==> src/rtl/fetch_pkg.sv <==
// Shared types and constants for the instruction fetch stage.
package fetch_pkg;

    localparam int XLEN = 32;
    localparam int ILEN = 32;

    localparam logic [ILEN-1:0] NOP_INSTR        = 32'h0000_0013;
    localparam logic [XLEN-1:0] DEFAULT_RESET_PC = 32'h0000_0000;

    // One buffered instruction together with the address it was fetched from.
    typedef struct packed {
        logic [ILEN-1:0] instr;
        logic [XLEN-1:0] pc;
    } fetch_entry_t;

    // Force an address onto a word boundary.
    function automatic logic [XLEN-1:0] align_word(input logic [XLEN-1:0] a);
        return a & ~XLEN'(3);
    endfunction

endpackage

==> src/rtl/fetch_queue.sv <==
// Small synchronous FIFO of fetch entries with flush; QDEPTH must be a power of two.
module fetch_queue
    import fetch_pkg::*;
#(
    parameter int QDEPTH = 2,
    parameter int CNT_W  = 3
) (
    input  logic             clk,
    input  logic             rst_n,
    input  logic             push,
    input  fetch_entry_t     push_data,
    input  logic             pop,
    input  logic             flush,
    output fetch_entry_t     head,
    output logic [CNT_W-1:0] count,
    output logic             empty,
    output logic             full
);

    localparam int               PTR_W   = $clog2(QDEPTH);
    localparam logic [CNT_W-1:0] DEPTH_C = CNT_W'(QDEPTH);

    fetch_entry_t     mem_q [QDEPTH];
    fetch_entry_t     mem_d [QDEPTH];
    logic [PTR_W-1:0] wr_ptr_q, wr_ptr_d;
    logic [PTR_W-1:0] rd_ptr_q, rd_ptr_d;
    logic [CNT_W-1:0] count_q, count_d;
    logic             pop_fire;
    logic             push_fire;

    assign empty = (count_q == '0);
    assign full  = (count_q == DEPTH_C);
    assign count = count_q;
    assign head  = mem_q[rd_ptr_q];

    // Qualify push/pop; a push into a full queue is only taken when a pop frees the slot.
    always_comb begin
        pop_fire  = pop && !empty;
        push_fire = push && !flush && (!full || pop_fire);
    end

    // Pointer and occupancy update; flush empties the queue and wins over push/pop.
    always_comb begin
        wr_ptr_d = wr_ptr_q;
        rd_ptr_d = rd_ptr_q;
        count_d  = count_q;
        if (flush) begin
            wr_ptr_d = '0;
            rd_ptr_d = '0;
            count_d  = '0;
        end else begin
            if (push_fire) wr_ptr_d = wr_ptr_q + PTR_W'(1);
            if (pop_fire)  rd_ptr_d = rd_ptr_q + PTR_W'(1);
            case ({push_fire, pop_fire})
                2'b10:   count_d = count_q + CNT_W'(1);
                2'b01:   count_d = count_q - CNT_W'(1);
                default: count_d = count_q;
            endcase
        end
    end

    // Storage write for an accepted push.
    always_comb begin
        mem_d = mem_q;
        if (push_fire) mem_d[wr_ptr_q] = push_data;
    end

    // Control state, cleared by reset.
    always_ff @(posedge clk or negedge rst_n) begin
        if (!rst_n) begin
            wr_ptr_q <= '0;
            rd_ptr_q <= '0;
            count_q  <= '0;
        end else begin
            wr_ptr_q <= wr_ptr_d;
            rd_ptr_q <= rd_ptr_d;
            count_q  <= count_d;
        end
    end

    // Entry storage; contents are only meaningful under the occupancy count.
    always_ff @(posedge clk) begin
        mem_q <= mem_d;
    end

endmodule

==> src/rtl/instr_fetch.sv <==
// Instruction fetch stage: PC, credit-limited memory requests, response queue, redirects.
// Optional feature macro IFETCH_MISALIGN_CHK_EN adds misaligned_err and halts fetch
// after a redirect to an unaligned target until an aligned redirect arrives.
module instr_fetch
    import fetch_pkg::*;
#(
    parameter logic [XLEN-1:0] RESET_PC = DEFAULT_RESET_PC,
    parameter int              QDEPTH   = 2,
    parameter int              CNT_W    = 3
) (
    input  logic            clk,
    input  logic            rst,
    output logic            mem_req_valid,
    input  logic            mem_req_ready,
    output logic [XLEN-1:0] mem_req_addr,
    input  logic            mem_rsp_valid,
    input  logic [ILEN-1:0] mem_rsp_data,
    output logic [ILEN-1:0] instr,
    output logic [XLEN-1:0] instr_pc,
    output logic            instr_valid,
    input  logic            instr_ready,
    input  logic            redirect_valid,
    input  logic [XLEN-1:0] redirect_pc
`ifdef IFETCH_MISALIGN_CHK_EN
    ,
    output logic            misaligned_err
`endif
);

    localparam int               PTR_W    = $clog2(QDEPTH);
    localparam logic [CNT_W:0]   DEPTH_CR = (CNT_W+1)'(QDEPTH);

    logic [XLEN-1:0]  pc_q, pc_d;
    logic [CNT_W-1:0] out_q, out_d;
    logic [CNT_W-1:0] drop_q, drop_d;
    logic             err_q, err_d;

    // In-flight request addresses, popped in order as responses return.
    logic [XLEN-1:0]  pcf_q [QDEPTH];
    logic [XLEN-1:0]  pcf_d [QDEPTH];
    logic [PTR_W-1:0] pcf_wr_q, pcf_wr_d;
    logic [PTR_W-1:0] pcf_rd_q, pcf_rd_d;

    logic             req_fire;
    logic             rsp_drop;
    logic             rsp_push;
    logic             halt;
    logic [CNT_W:0]   credit_sum;
    logic             q_pop;
    fetch_entry_t     q_head;
    fetch_entry_t     q_push_data;
    logic [CNT_W-1:0] q_count;
    logic             q_empty;
    logic             q_full;

    fetch_queue #(
        .QDEPTH (QDEPTH),
        .CNT_W  (CNT_W)
    ) u_queue (
        .clk       (clk),
        .rst_n     (rst),
        .push      (rsp_push),
        .push_data (q_push_data),
        .pop       (q_pop),
        .flush     (redirect_valid),
        .head      (q_head),
        .count     (q_count),
        .empty     (q_empty),
        .full      (q_full)
    );

`ifdef IFETCH_MISALIGN_CHK_EN
    assign misaligned_err = err_q;
    assign halt           = err_q;
`else
    logic redirect_lo_unused;
    assign redirect_lo_unused = ^{redirect_pc[1:0], err_q};
    assign halt               = 1'b0;
`endif

    // Decoder side: head of queue, or NOP/0 when nothing is buffered.
    always_comb begin
        instr_valid = !q_empty;
        q_pop       = instr_valid && instr_ready;
        instr       = instr_valid ? q_head.instr : NOP_INSTR;
        instr_pc    = instr_valid ? q_head.pc    : '0;
    end

    // Request credit: in-flight plus buffered words stay within QDEPTH; a word
    // leaving the queue this cycle frees its slot immediately so a 1-cycle
    // memory can sustain one fetch per cycle.
    always_comb begin
        credit_sum    = {1'b0, out_q} + {1'b0, q_count} - {{CNT_W{1'b0}}, q_pop};
        mem_req_valid = rst && !halt && (credit_sum < DEPTH_CR);
        mem_req_addr  = align_word(pc_q);
        req_fire      = mem_req_valid && mem_req_ready;
    end

    // Response routing: stale words are counted off; live words enter the queue tagged with their PC.
    always_comb begin
        rsp_drop          = mem_rsp_valid && (drop_q != '0);
        rsp_push          = mem_rsp_valid && !rsp_drop;
        q_push_data.instr = mem_rsp_data;
        q_push_data.pc    = pcf_q[pcf_rd_q];
    end

    // Outstanding/drop counters; on redirect everything still in flight after this edge is stale.
    always_comb begin
        out_d = out_q + {{(CNT_W-1){1'b0}}, req_fire} - {{(CNT_W-1){1'b0}}, mem_rsp_valid};
        if (redirect_valid) begin
            drop_d = out_d;
        end else begin
            drop_d = drop_q - {{(CNT_W-1){1'b0}}, rsp_drop};
        end
    end

    // PC and error flag; redirect wins over the sequential increment.
    always_comb begin
        pc_d  = pc_q;
        err_d = err_q;
        if (redirect_valid) begin
            pc_d  = align_word(redirect_pc);
            err_d = (redirect_pc[1:0] != 2'b00);
        end else if (req_fire) begin
            pc_d = pc_q + XLEN'(4);
        end
    end

    // In-flight PC FIFO: push the issued address, pop on every response, never flushed.
    always_comb begin
        pcf_d    = pcf_q;
        pcf_wr_d = pcf_wr_q;
        pcf_rd_d = pcf_rd_q;
        if (req_fire) begin
            pcf_d[pcf_wr_q] = pc_q;
            pcf_wr_d        = pcf_wr_q + PTR_W'(1);
        end
        if (mem_rsp_valid) pcf_rd_d = pcf_rd_q + PTR_W'(1);
    end

    // Control state with asynchronous active-low reset.
    always_ff @(posedge clk or negedge rst) begin
        if (!rst) begin
            pc_q     <= RESET_PC;
            out_q    <= '0;
            drop_q   <= '0;
            err_q    <= 1'b0;
            pcf_wr_q <= '0;
            pcf_rd_q <= '0;
        end else begin
            pc_q     <= pc_d;
            out_q    <= out_d;
            drop_q   <= drop_d;
            err_q    <= err_d;
            pcf_wr_q <= pcf_wr_d;
            pcf_rd_q <= pcf_rd_d;
        end
    end

    // In-flight address storage, qualified by the FIFO pointers.
    always_ff @(posedge clk) begin
        pcf_q <= pcf_d;
    end

`ifndef SYNTHESIS
    a_no_rsp_into_full: assert property (@(posedge clk) disable iff (!rst) !(mem_rsp_valid && q_full));
    a_rsp_has_request:  assert property (@(posedge clk) disable iff (!rst) !(mem_rsp_valid && (out_q == '0)));
`endif

endmodule

==> config.mk <==
export PLATFORM = sky130hd
export DESIGN_NAME = instr_fetch
export DESIGN_NICKNAME = d
export VERILOG_FILES = /design/src/rtl/fetch_pkg.sv /design/src/rtl/fetch_queue.sv /design/src/rtl/instr_fetch.sv
export SDC_FILE = /design/constraint.sdc
export NUM_CORES = 1
export LEC_CHECK = 0
export ABC_AREA = 1
export CORE_ASPECT_RATIO = 0.75
export CORE_MARGIN = 2
export CORE_UTILIZATION = 35
export DETAILED_ROUTE_END_ITERATION = 6
export SYNTH_ARGS = -nofsm -noshare
export SYNTH_HDL_FRONTEND = slang
export SYNTH_HIERARCHICAL = 1
export SYNTH_SLANG_ARGS = --single-unit
==> constraint.sdc <==
create_clock -name clk -period 5.1 [get_ports clk]
set_input_delay 0.765 -clock clk [delete_from_list [all_inputs] [get_ports clk]]
set_output_delay 0.765 -clock clk [all_outputs]
set_load 0.02 [all_outputs]
# == After elaboration in Yosys (flattened, before gate mapping) ==
# Cells that the tools add are included.
# word_totals
memories,0
mem_bits_rw,0
rom_bits,0
latchBits,0
out_inout_bits,98
wordCells,84
register_bits,237
# classes
n_mux,23
multipliers,0
n_addsub,12
shift,0
reduce_logical,21
order_cmp,7
n_div,0
n_eq_ne,3
bitwise,4
# ops
op,n
two-way mux 32 bit,8
two-way mux 64 bit,4
bitwise mux 128 bit,1
bitwise mux 64 bit,1
demux 64 bit (select 1 bit),1
"adder 32 x 3 -> 32 bit, second input constant",1
demux 32 bit (select 1 bit),1
logical AND 1 bit,10
">= comparator 2 bit, second input constant",4
NOT 1 -> 2 bit,4
two-way mux 3 bit,2
one-hot mux 3 bit (2 select lines),1
nonzero test 2 bit,3
nonzero test 3 bit,2
subtractor 3 x 1 -> 3 bit,2
"adder 1 bit, second input constant",4
adder 3 x 3 -> 4 bit,1
logical NOT 1 bit,4
"less-than comparator 2 x 1 -> 1 bit, second input constant",2
"less-than comparator 4 x 2 -> 1 bit, second input constant",1
two-way mux 1 bit,4
subtractor 4 x 1 -> 4 bit,1
adder 3 x 1 -> 3 bit,1
"adder 3 x 1 -> 3 bit, second input constant",1
other kinds (6),6

# == Longest topological paths before layout ==
# Gate-level depths: netlist of the first run.
# depth
ltp_word,10
ltp_mapped,25
ltp_nobuf,22

# == Hierarchy ==
# Netlist of the first run, hierarchy kept.
# modules_own_cells
module,area_each_um2,n_inst,cells_per_inst
instr_fetch,5589.1,1,686
fetch_queue,4986.0,1,380

# == Least setup slack after synthesis of the first run ==
# No wires, ideal clock.
# synth_timing
kind,input to register
startpoint,input mem_rsp_valid
endpoint,register u_queue/mem_q[100] in the netlist's numbering (enable)
path_slack_ns,0.518
arrival_time_ns,4.094
setup_ns,0.487
n_path_buf,0
cell_stages,6
cell_sequence,inv_1 -> nor4_1 -> inv_1 -> nor2_1 -> nand2_4 -> nor2_1
# synth_via
elab_chain_len,5
# synth_rtl
element,line,source
"start, declared",instr_fetch.sv:16,"input logic mem_rsp_valid,"
logical AND 1 bit,instr_fetch.sv:101,rsp_drop = mem_rsp_valid && (drop_q != '0);
logical NOT 1 bit,instr_fetch.sv:102,rsp_push = mem_rsp_valid && !rsp_drop;
logical AND 1 bit (*),instr_fetch.sv:102,
net rsp_push,instr_fetch.sv:46,logic rsp_push;
logical AND 1 bit (*) (2 in a row),fetch_queue.sv:39,push_fire = push && !flush && (!full || pop_fire);
"end signal, assigned",fetch_queue.sv:83,mem_q <= mem_d;
"end, declared",fetch_queue.sv:23,fetch_entry_t mem_q [QDEPTH];
# The timed path passes the listed nets; every way through them passes the cells marked *.
# A chain may end at the register's enable or synchronous reset.

# == Worst setup path after layout of the first run ==
# layout_timing
startpoint,input instr_ready
endpoint,output mem_req_valid
# layout_via
elab_chain_len,4
# layout_rtl
element,line,source
"start, declared",instr_fetch.sv:21,"input logic instr_ready,"
logical AND 1 bit,instr_fetch.sv:84,q_pop = instr_valid && instr_ready;
net q_pop,instr_fetch.sv:49,logic q_pop;
subtractor 4 x 1 -> 4 bit,instr_fetch.sv:93,"credit_sum = {1'b0, out_q} + {1'b0, q_count} - {{CNT_W{1'b0}}, q_pop};"
less-than comparator 4 x 2 -> 1 bit,instr_fetch.sv:94,mem_req_valid = rst && !halt && (credit_sum < DEPTH_CR);
logical AND 1 bit,instr_fetch.sv:94,
"end, declared",instr_fetch.sv:13,"output logic mem_req_valid,"
# The timed path passes the listed nets, and every way through them passes these cells.

==> results by group, run 1 <==
CTS
  – Setup Buffers After CTS: 0
  – Worst skew pair latency: 0.53 ns
  – Gates resized, CTS repair: 0
  – CTS tree: done
  – Max clock buf depth: 3
  – Clock buffer count from CTS: 25
  – CTS Hold Bufs: 0
  – Clock transition at the registers of the reported paths: 0.07 ns
  – Num Clock Sinks: 231
  – Root Buffer: clkbuf_16
  – Htree depth: 1

Detailed routing
  – DRC violations left: 0
  – Routed via count: 7517
  – Final WL: 25350 µm
  – WL/cell: 15.35 µm
  – First-pass DRT Iterations: 5
  – Final ANT Viol Nets: 0
  – Via density: 4.553
  – DRC marker count from the first detailed-route iteration: 481

Global routing
  – Pin count of the biggest net entering global routing: 66
  – Antenna violations before repair: 0
  – GR Overflow Total: 0
  – GRT Util Overall: 16.36%
  – First-pass GRT wire length: 40090 µm
  – Vias in the first global route: 7163

Floorplanning
  – I/O pins: 168
  – Die Area: 31620 µm²
  – Die Span Y: 154.5 µm
  – Core ar.: 29940 µm²
  – Starting density of the core: 35.31%
  – Die width: 204.7 µm
  – Rows: 55

Setup path
  – Reg2reg path depth: 20
  – Critical setup path kind: primary input to output port
  – Bufs and invs on worst path: 5
  – Crit-path max cell delay: 0.59 ns
  – Startpoint types: primary input
  – Critical path's slowest cell: clkdlybuf4s50_1
  – Critical Path Sink Type: output port
  – Worst EP arrival: 3.45 ns
  – Reg2Reg Setup Slack: 1.31 ns
  – CP top delay family: buffers and inverters
  – Worst Path Max Fanout: 3
  – Reg-to-Reg Start: u_queue/count[1]
  – Cells along the critical path: clkdlybuf4s50_1, inv_1, nor2_1, ha_1, nor2_1, inv_1, fa_1, o21ai_0, nor2_1, nand3_1, inv_1, clkdlybuf4s50_1
  – Crit path required time: 4.34 ns
  – RR Endpoint: drop_q[2]

Power
  – Pwr Density: 411.3 nW/µm²
  – Cell-internal power: 3920 µW
  – Psw: 1626 µW
  – Total Power: 5546 µW
  – Logic gate share of total power: 21.1%
  – Clock share of power: 32.5%
  – Maximum VDD drop: 0.2153 mV
  – Pleak: 0.005455 µW
  – Sequential share of power: 46.4%
  – Sw frac: 29.31%

Timing
  – WHS: 0.3702 ns
  – Setup TNS: 0 ns
  – Fmax: 237.3 MHz
  – Final max-slew violation count: 0
  – Setup Viol. Count Final: 0
  – Crit path time final: 4.214 ns
  – Slew Limit Headroom: 30.50%
  – Worst-Margin Slew: 1.043 ns
  – Clk_skew: 0.01436 ns
  – Period utilization: 82.62%
  – Fin. Hold Viols: 0
  – RSZ-0062 raised after global routing: false
  – Fin worst setup slack: 0.8863 ns

Placed design
  – Post-DP HPWL: 16120 µm
  – IO buf count: 163
  – Gp weighted congestion: 0.9206
  – Dpl ws: 0.7052 ns

Final layout
  – Final #Nets: 1316
  – Area growth from synthesis to layout: 27.56%
  – Fraction of layout cells with a size suffix above 1: 9.425%
  – Diode count: 0

Logic synthesis
  – Syn_area_per_cell: 9.925 µm²
  – Post-Syn Area: 10570 µm²
  – Mapped Cells: 1065
  – Yosys warning count: 6

Flow run
  – Max-Cap Viols: 0

Run status
  – Status: completed

Hold path
  – Min-Delay Path Class: primary input to async pin
[flip-flops by register name, summed over array words and instances (netlist names)]
signal,flops
u_queue/rd_ptr_q,1
pcf_q,60
pcf_rd_q,1
drop_q,3
u_queue/count,3
pcf_wr_q,1
out_q,3
u_queue/wr_ptr_q,1
u_queue/mem_q,128
pc_q,30
[final cells by class]
type	instances	area (µm²)
sequential	231	6724
timing repair buffer	174	1729
clock inverter	12	120.1
multi-input combinational	689	3281
fill	2835	16450
inverter	112	420.4
clock buffer	34	709.4
tap	399	499.2
[worst register-to-register path, stage by stage, from the launching register on]
cell	delay, ns
dfrtp_1	0.44
inv_1	0.08
nand2_2	0.10
inv_2	0.04
nor2_1	0.22
ha_1	0.28
nor2_1	0.14
inv_1	0.07
fa_1	0.48
o21ai_0	0.08
nor2_1	0.16
nand4_2	0.13
ha_1	0.28
inv_1	0.06
ha_1	0.13
inv_1	0.05
fa_1	0.37
xnor2_1	0.19
xor2_1	0.23
nand2_1	0.08
o21ai_0	0.10
[layout by cell type (no fill, tap or decap), drive strengths merged]
cell	instances
inv	114
fa	3
xor2	8
buf	13
clkdlybuf4s50	161
nand4	4
or2	3
xnor2	5
nand3b	11
bufinv	2
nand3	53
clkinv	7
a21oi	4
edfxtp	188
o21bai	2
nand2	409
conb	6
nor4	1
o21ai	18
clkinvlp	1
clkbuf	34
ha	10
mux2	30
dfrtp	43
nor2	122
[power groups by stage]
stage               combinational [µW]  clock, µW  sequential [µW]
floorplan                          712          0             2560
global placement                  1160          0             2610
detailed placement                1180          0             2610
CTS                               1190       1850             2580
global route                      1310       1940             2610
finish                            1170       1800             2570
[per-layer routing]
metal  share of wire, %  track usage, %  up-vias  wire (µm)
met5                  0               0        -          0
met4                2.5           4.624        0        621
met3                6.1           3.434       34       1558
met2                 44           25.72      189      11070
met1                 48           22.87     3540      12100
li1                   -               -     3754          -
[worst max-delay path by stage]
stage	start	endpoint	slack (ns)	cells after the start
floorplan	mem_rsp_valid	u_queue/mem_q[100]	0.52	6
global placement	instr_ready	drop_q[2]	0.85	19
detailed placement	instr_ready	drop_q[2]	0.71	19
CTS	instr_ready	mem_req_valid	0.88	12
global route	u_queue/count[1]	mem_req_valid	0.64	13
finish	instr_ready	mem_req_valid	0.89	12
[per-stage QoR]
stage                     cell area (µm²)  cells  utilization (%)
after global placement              12650   1605            42.27
final                               13480   1651            45.04
after detailed placement            12650   1605            42.27
after floorplan                     10590   1070                -
after global routing                13480   1651            45.04
after CTS                           13480   1651            45.04
(Power assumes the default switching activity.)
==> run 2, diff against run 1 <==
clock period = 3.5 ns   (was 5.1 ns; I/O delays follow)
==> results by group, run 2 (synthesis results as in run 1) <==
Floorplanning
  – Die width: 204.7 µm (unchanged)
  – Die Span Y: 154.5 µm (unchanged)
  – Die Area: 31620 µm² (unchanged)
  – I/O pins: 168 (unchanged)
  – Rows: 55 (unchanged)
  – Starting density of the core: 35.31% (unchanged)
  – Core ar.: 29940 µm² (unchanged)

Global routing
  – GRT Util Overall: 15.67% (-0.69 points)
  – Antenna violations before repair: 0 (unchanged)
  – First-pass GRT wire length: 39030 µm (-2.7%)
  – GR Overflow Total: 0 (unchanged)
  – Vias in the first global route: 7188 (+0.35%)
  – Pin count of the biggest net entering global routing: 66 (unchanged)

Final layout
  – Non-Filler Instances: 1665 (+0.85%)
  – Regs by FF count: u_queue/mem_q (128), pcf_q (60), pc_q (30)
  – Final #Nets: 1331 (+1.1%)
  – Design Area, Final: 13560 µm² (+0.55%)
  – Area growth from synthesis to layout: 28.26%
  – Commonest non-fill, non-tap cell in the layout: nand2_1
  – Largest Register: u_queue/mem_q
  – Fin util: 45.29% (+0.25 points)
  – Commonest non-fill, non-tap cells in the layout: nand2_1, edfxtp_1, clkdlybuf4s50_1, nor2_1, inv_1
  – Filler cells: 2848 (+0.46%)
  – Fraction of layout cells with a size suffix above 1: 10.82% (+1.4 points)
  – Max reg flops: 128 (unchanged)
  – Diode count: 0 (unchanged)

Run status
  – Status: completed

Setup path
  – Startpoint types: flop
  – Critical Path Sink Type: flop
  – Critical setup path kind: flop to flop
  – Worst Path Max Fanout: 2 (-1)
  – Worst EP arrival: 3.81 ns (+0.36 ns)
  – Crit path required time: 3.95 ns (-0.39 ns)

Placed design
  – IO buf count: 163 (unchanged)
  – Post-DP HPWL: 16130 µm (about the same)
  – Placed Area: 12820 µm² (+1.3%)
  – Dpl cells: 1618 (+0.81%)
  – Gp weighted congestion: 0.8594 (-6.6%)

Timing
  – Fmax: 297.4 MHz
  – Worst-Margin Slew: 0.7809 ns (-0.2616 ns)
  – Fin. Hold Viols: 0 (unchanged)
  – Clk_skew: 0.01266 ns (-0.001697 ns)
  – Period utilization: 96.07%
  – Crit path time final: 3.362 ns
  – Slew Limit Headroom: 47.94% (+17 points)
  – Setup TNS: 0 ns (unchanged)
  – Final max-slew violation count: 0 (unchanged)
  – Setup Viol. Count Final: 0 (unchanged)

Detailed routing
  – DRC marker count from the first detailed-route iteration: 477 (-0.83%)
  – Final WL: 24680 µm (-2.6%)
  – Via density: 4.492 (-1.3%)
  – First-pass DRT Iterations: 6 (+1)
  – DRC violations left: 0 (unchanged)
  – Routed via count: 7479 (-0.51%)
  – WL/cell: 14.82 µm (-3.5%)
  – Final ANT Viol Nets: 0 (unchanged)

Power
  – Sw frac: 30.08% (+0.77 points)
  – Clock share of power: 29.9% (-2.6 points)
  – Pleak: 0.005479 µW (+0.45%)
  – Cell-internal power: 5539 µW (+41%)
  – Maximum VDD drop: 0.2656 mV (+23%)
  – Pwr Density: 584.3 nW/µm² (+42%)
  – Logic gate share of total power: 23.6% (+2.5 points)
  – Sequential share of power: 46.5% (about the same)
  – Psw: 2383 µW (+47%)

CTS
  – Worst skew pair latency: 0.52 ns (about the same)
  – Clock buffer count from CTS: 25 (unchanged)
  – Num Clock Sinks: 231 (unchanged)
  – Clock transition at the registers of the reported paths: 0.06 ns (about the same)
  – Htree depth: 1 (unchanged)
  – CTS tree: done
  – Max clock buf depth: 3 (unchanged)
  – Root Buffer: clkbuf_16
  – CTS Hold Bufs: 0 (unchanged)

Flow run
  – Max-Cap Viols: 0 (unchanged)

Hold path
  – Min-Delay Path Class: primary input to async pin
run 2: cell count changes in the layout (fill, tap and decap cells not counted), moves of 3 or more:
| cell | delta |
|---|---|
| buf_4 | +13 |
| clkbuf_8 | -5 |
| clkbuf_1 | +4 |
| nor2_1 | -3 |
| o21ai_0 | -3 |
| o21ai_1 | +3 |
run 2: layout make-up:
cell class | count | area, µm² | area share, %
multi-input combinational | 689 | 3328 | 24.55
tap | 399 | 499.2 | 3.682
timing repair buffer | 189 | 1862 | 13.73
clock buffer | 33 | 655.6 | 4.836
sequential | 231 | 6723 | 49.59
clock inverter | 12 | 68.82 | 0.5076
inverter | 112 | 420.4 | 3.101
run 2: repair_timing:
action,in CTS,in global routing
gates cloned,0,0
pin swaps,0,1
setup buffers,0,2
endpoints found under the setup margin,1,3
gates resized for setup,1,4
run 2: metrics by stage:
step	total power [µW]	setup slack [ns]	hold slack, ns
floorplan	4803	-0.6134	0.2294
global placement	5543	-0.3015	0.4550
detailed placement	5583	-0.3323	0.4550
CTS	7976	0.03367	0.1727
global route	8346	-0.04239	0.2182
finish	7922	0.1376	0.1580
run 2: path summary, 6_finish.rpt:
kind / start / to / slack [ns] / cells past startpoint
setup / recovery: u_queue/count[0] / drop_q[2] / 0.14 / 20
hold / removal: rst / out_q[0] / 0.16 / 2
setup reg to reg: u_queue/count[0] / drop_q[2] / 0.14 / 20
hold reg to reg: pcf_rd_q / pcf_rd_q / 0.46 / 1
max in group asynchronous: rst / u_queue/rd_ptr_q / 2.90 / 2
min in group clk: pcf_rd_q / pcf_rd_q / 0.46 / 1
run 2: metal layers:
layer / GRT usage (%) / part of all wire [%] / vias to the layer above
met3: 2.634 / 6.4 / 34
met2: 22.80 / 41 / 218
met5: 0 / 0 / -
met1: 24.21 / 51 / 3449
li1: - / - / 3778
met4: 3.658 / 1.8 / 0
run 2: worst max-delay path: stages (launching register included):
cell     delay (ns)
dfrtp_1        0.38
nor2_2         0.15
nand2_2        0.08
inv_2          0.08
nor2_4         0.04
ha_1           0.28
nor2_2         0.10
inv_1          0.06
fa_1           0.48
o21ai_1        0.07
nor2_2         0.12
nand4_2        0.12
ha_4           0.24
inv_2          0.06
ha_4           0.11
inv_2          0.03
fa_2           0.36
xnor2_2        0.16
xor2_1         0.20
nand2_1        0.08
o21ai_1        0.08
run 2: power groups by stage:
stage	Combinational [µW]	Sequential, µW	Clock (µW)
after floorplan	1080	3730	0
after global placement	1820	3720	0
after detailed placement	1850	3740	0
after CTS	1860	3680	2440
after global routing	2080	3730	2540
final	1870	3680	2370
==> run 3, diff against run 2 <==
ABC_CLOCK_PERIOD_IN_PS = 3800   (was unset)
CTS_CLUSTER_DIAMETER = 80   (was unset)
clock period = 3.8 ns   (was 3.5 ns; I/O delays follow)
==> results by group, run 3 (synthesis results as in run 1) <==
Placed design
  – Dpl ws: -0.1149 ns (+0.2175 ns)
  – Dpl cells: 1611 (-0.43%)
  – Gp weighted congestion: 0.8947 (+4.1%)
  – Post-DP HPWL: 16630 µm (+3.1%)
  – IO buf count: 163 (unchanged)

Power
  – Logic gate share of total power: 22.8% (-0.8 points)
  – Cell-internal power: 5217 µW (-5.8%)
  – Sequential share of power: 45.9% (-0.6 points)
  – Maximum VDD drop: 0.2445 mV (-7.9%)
  – Pwr Density: 545.5 nW/µm² (-6.6%)
  – Clock share of power: 31.4% (+1.5 points)
  – Sw frac: 29.34% (-0.74 points)
  – Pleak: 0.005471 µW (-0.16%)
  – Psw: 2166 µW (-9.1%)

CTS
  – Clock buffer count from CTS: 24 (-4.0%)
  – Root Buffer: clkbuf_16
  – CTS tree: done
  – Worst skew pair latency: 0.52 ns (about the same)
  – Htree depth: 1 (unchanged)
  – CTS Hold Bufs: 0 (unchanged)
  – Clock transition at the registers of the reported paths: 0.06 ns (about the same)
  – Num Clock Sinks: 231 (unchanged)
  – Max clock buf depth: 3 (unchanged)

Flow run
  – Max-Cap Viols: 0 (unchanged)

Final layout
  – Fin util: 45.21% (-0.075 points)
  – Commonest non-fill, non-tap cell in the layout: nand2_1
  – Area growth from synthesis to layout: 28.04%
  – Largest Register: u_queue/mem_q
  – Final #Nets: 1321 (-0.75%)
  – Non-Filler Instances: 1654 (-0.66%)
  – Diode count: 0 (unchanged)
  – Commonest non-fill, non-tap cells in the layout: nand2_1, edfxtp_1, clkdlybuf4s50_1, nor2_1, inv_1
  – Max reg flops: 128 (unchanged)
  – Regs by FF count: u_queue/mem_q (128), pcf_q (60), pc_q (30)
  – Fraction of layout cells with a size suffix above 1: 10.12% (-0.70 points)

Setup path
  – Startpoint types: flop
  – Crit path required time: 3.23 ns (-0.72 ns)
  – Critical Path Sink Type: output port
  – Worst Path Max Fanout: 5 (+3)
  – Worst EP arrival: 3.03 ns (-0.78 ns)
  – Critical setup path kind: flop to output port

Global routing
  – Routing usage on met3: 3.856% (+1.2 points)
  – First-pass GRT wire length: 39340 µm (+0.81%)
  – Met1 Resource Use GR: 22.25% (-2.0 points)
  – Antenna violations before repair: 0 (unchanged)
  – Met2 GRT Util: 25.21% (+2.4 points)
  – Vias in the first global route: 7089 (-1.4%)
  – Top Usage Layer GRT: met2
  – GR Overflow Total: 0 (unchanged)
  – Pin count of the biggest net entering global routing: 66 (unchanged)
  – GRT Util Overall: 15.94% (+0.27 points)

Timing
  – Period utilization: 94.65%
  – Worst-Margin Slew: 0.8203 ns (+0.03946 ns)
  – Clk_skew: 0.01286 ns (+0.0001978 ns)
  – Fin worst setup slack: 0.2033 ns (+0.06570 ns)
  – Fmax: 278.0 MHz
  – Crit path time final: 3.597 ns
  – Slew Limit Headroom: 45.31% (-2.6 points)
  – Setup Viol. Count Final: 0 (unchanged)
  – Final max-slew violation count: 0 (unchanged)
  – Fin. Hold Viols: 0 (unchanged)

Detailed routing
  – WL/cell: 15.29 µm (+3.2%)
  – Routed via count: 7572 (+1.2%)
  – Final WL: 25290 µm (+2.5%)
  – Final ANT Viol Nets: 0 (unchanged)
  – Via density: 4.578 (+1.9%)
  – DRC marker count from the first detailed-route iteration: 473 (-0.84%)
  – First-pass DRT Iterations: 5 (-1)
  – DRC violations left: 0 (unchanged)

Floorplanning
  – Die Span Y: 154.5 µm (unchanged)
  – Rows: 55 (unchanged)
  – I/O pins: 168 (unchanged)
  – Core ar.: 29940 µm² (unchanged)
  – Starting density of the core: 35.31% (unchanged)
  – Die width: 204.7 µm (unchanged)
  – Die Area: 31620 µm² (unchanged)

Run status
  – Status: completed

Hold path
  – Min-Delay Path Class: primary input to async pin
-- run 3: critical path: stages, from the launching register on --
cell and delay, ns:
dfrtp_2 0.44, nor2_2 0.16, nand2_2 0.08, inv_2 0.08
nor2_4 0.04, ha_1 0.28, nor2_1 0.13, inv_1 0.07
fa_1 0.49, o21ai_1 0.09, nor2_2 0.15, nand3_1 0.11
inv_1 0.06, dlygate4sd2_1 0.32
-- run 3: per-layer routing --
metal,wire length (µm),vias up,part of all wire [%]
met2,11080,187,44
li1,-,3759,-
met4,518,0,2.0
met3,1840,34,7.3
met1,11850,3592,47
met5,0,-,0
-- run 3: timing repair --
item | 4_1_cts | 5_1_grt
cloned | 0 | 0
gates resized for setup | 1 | 2
setup endpoints to repair | 1 | 2
buffers inserted | 0 | 0
-- run 3: worst paths after layout --
check	start	end	slack, ns	cells after the start
setup / recovery	u_queue/count[0]	mem_req_valid	0.20	13
hold / removal	rst	pc_q[28]	0.18	2
setup reg to reg	u_queue/count[0]	drop_q[2]	0.23	20
hold reg to reg	pcf_rd_q	pcf_rd_q	0.47	1
max in group asynchronous	rst	u_queue/count[0]	3.17	2
min in group clk	pcf_rd_q	pcf_rd_q	0.47	1
-- run 3: per-stage QoR --
step / power (µW) / TNS (ns) / hold slack, ns / instance area [µm²]
3_5_place_dp: 5118 / -0.1149 / 0.4602 / 12750
4_1_cts: 7454 / 0 / 0.2113 / 13530
3_3_place_gp: 5095 / -0.04413 / 0.4534 / 12750
2_1_floorplan: 4410 / -18.87 / 0.2744 / 10620
6_report: 7383 / 0 / 0.1824 / 13530
5_1_grt: 7763 / -0.02062 / 0.2382 / 13530
-- run 3: power groups by stage --
stage                     registers [µW]  logic, µW  clock network (µW)
after floorplan                     3430        981                   0
after global placement              3430       1670                   0
after detailed placement            3430       1690                   0
after CTS                           3380       1690                2380
after global routing                3420       1870                2470
final                               3390       1680                2320
-- run 3: layout make-up --
type / count / area (µm²)
fill: 2801 / 16400
sequential: 231 / 6724
multi-input combinational: 689 / 3303
timing repair buffer: 180 / 1810
clock buffer: 33 / 675.6
tap: 399 / 499.2
inverter: 112 / 420.4
clock inverter: 10 / 101.3
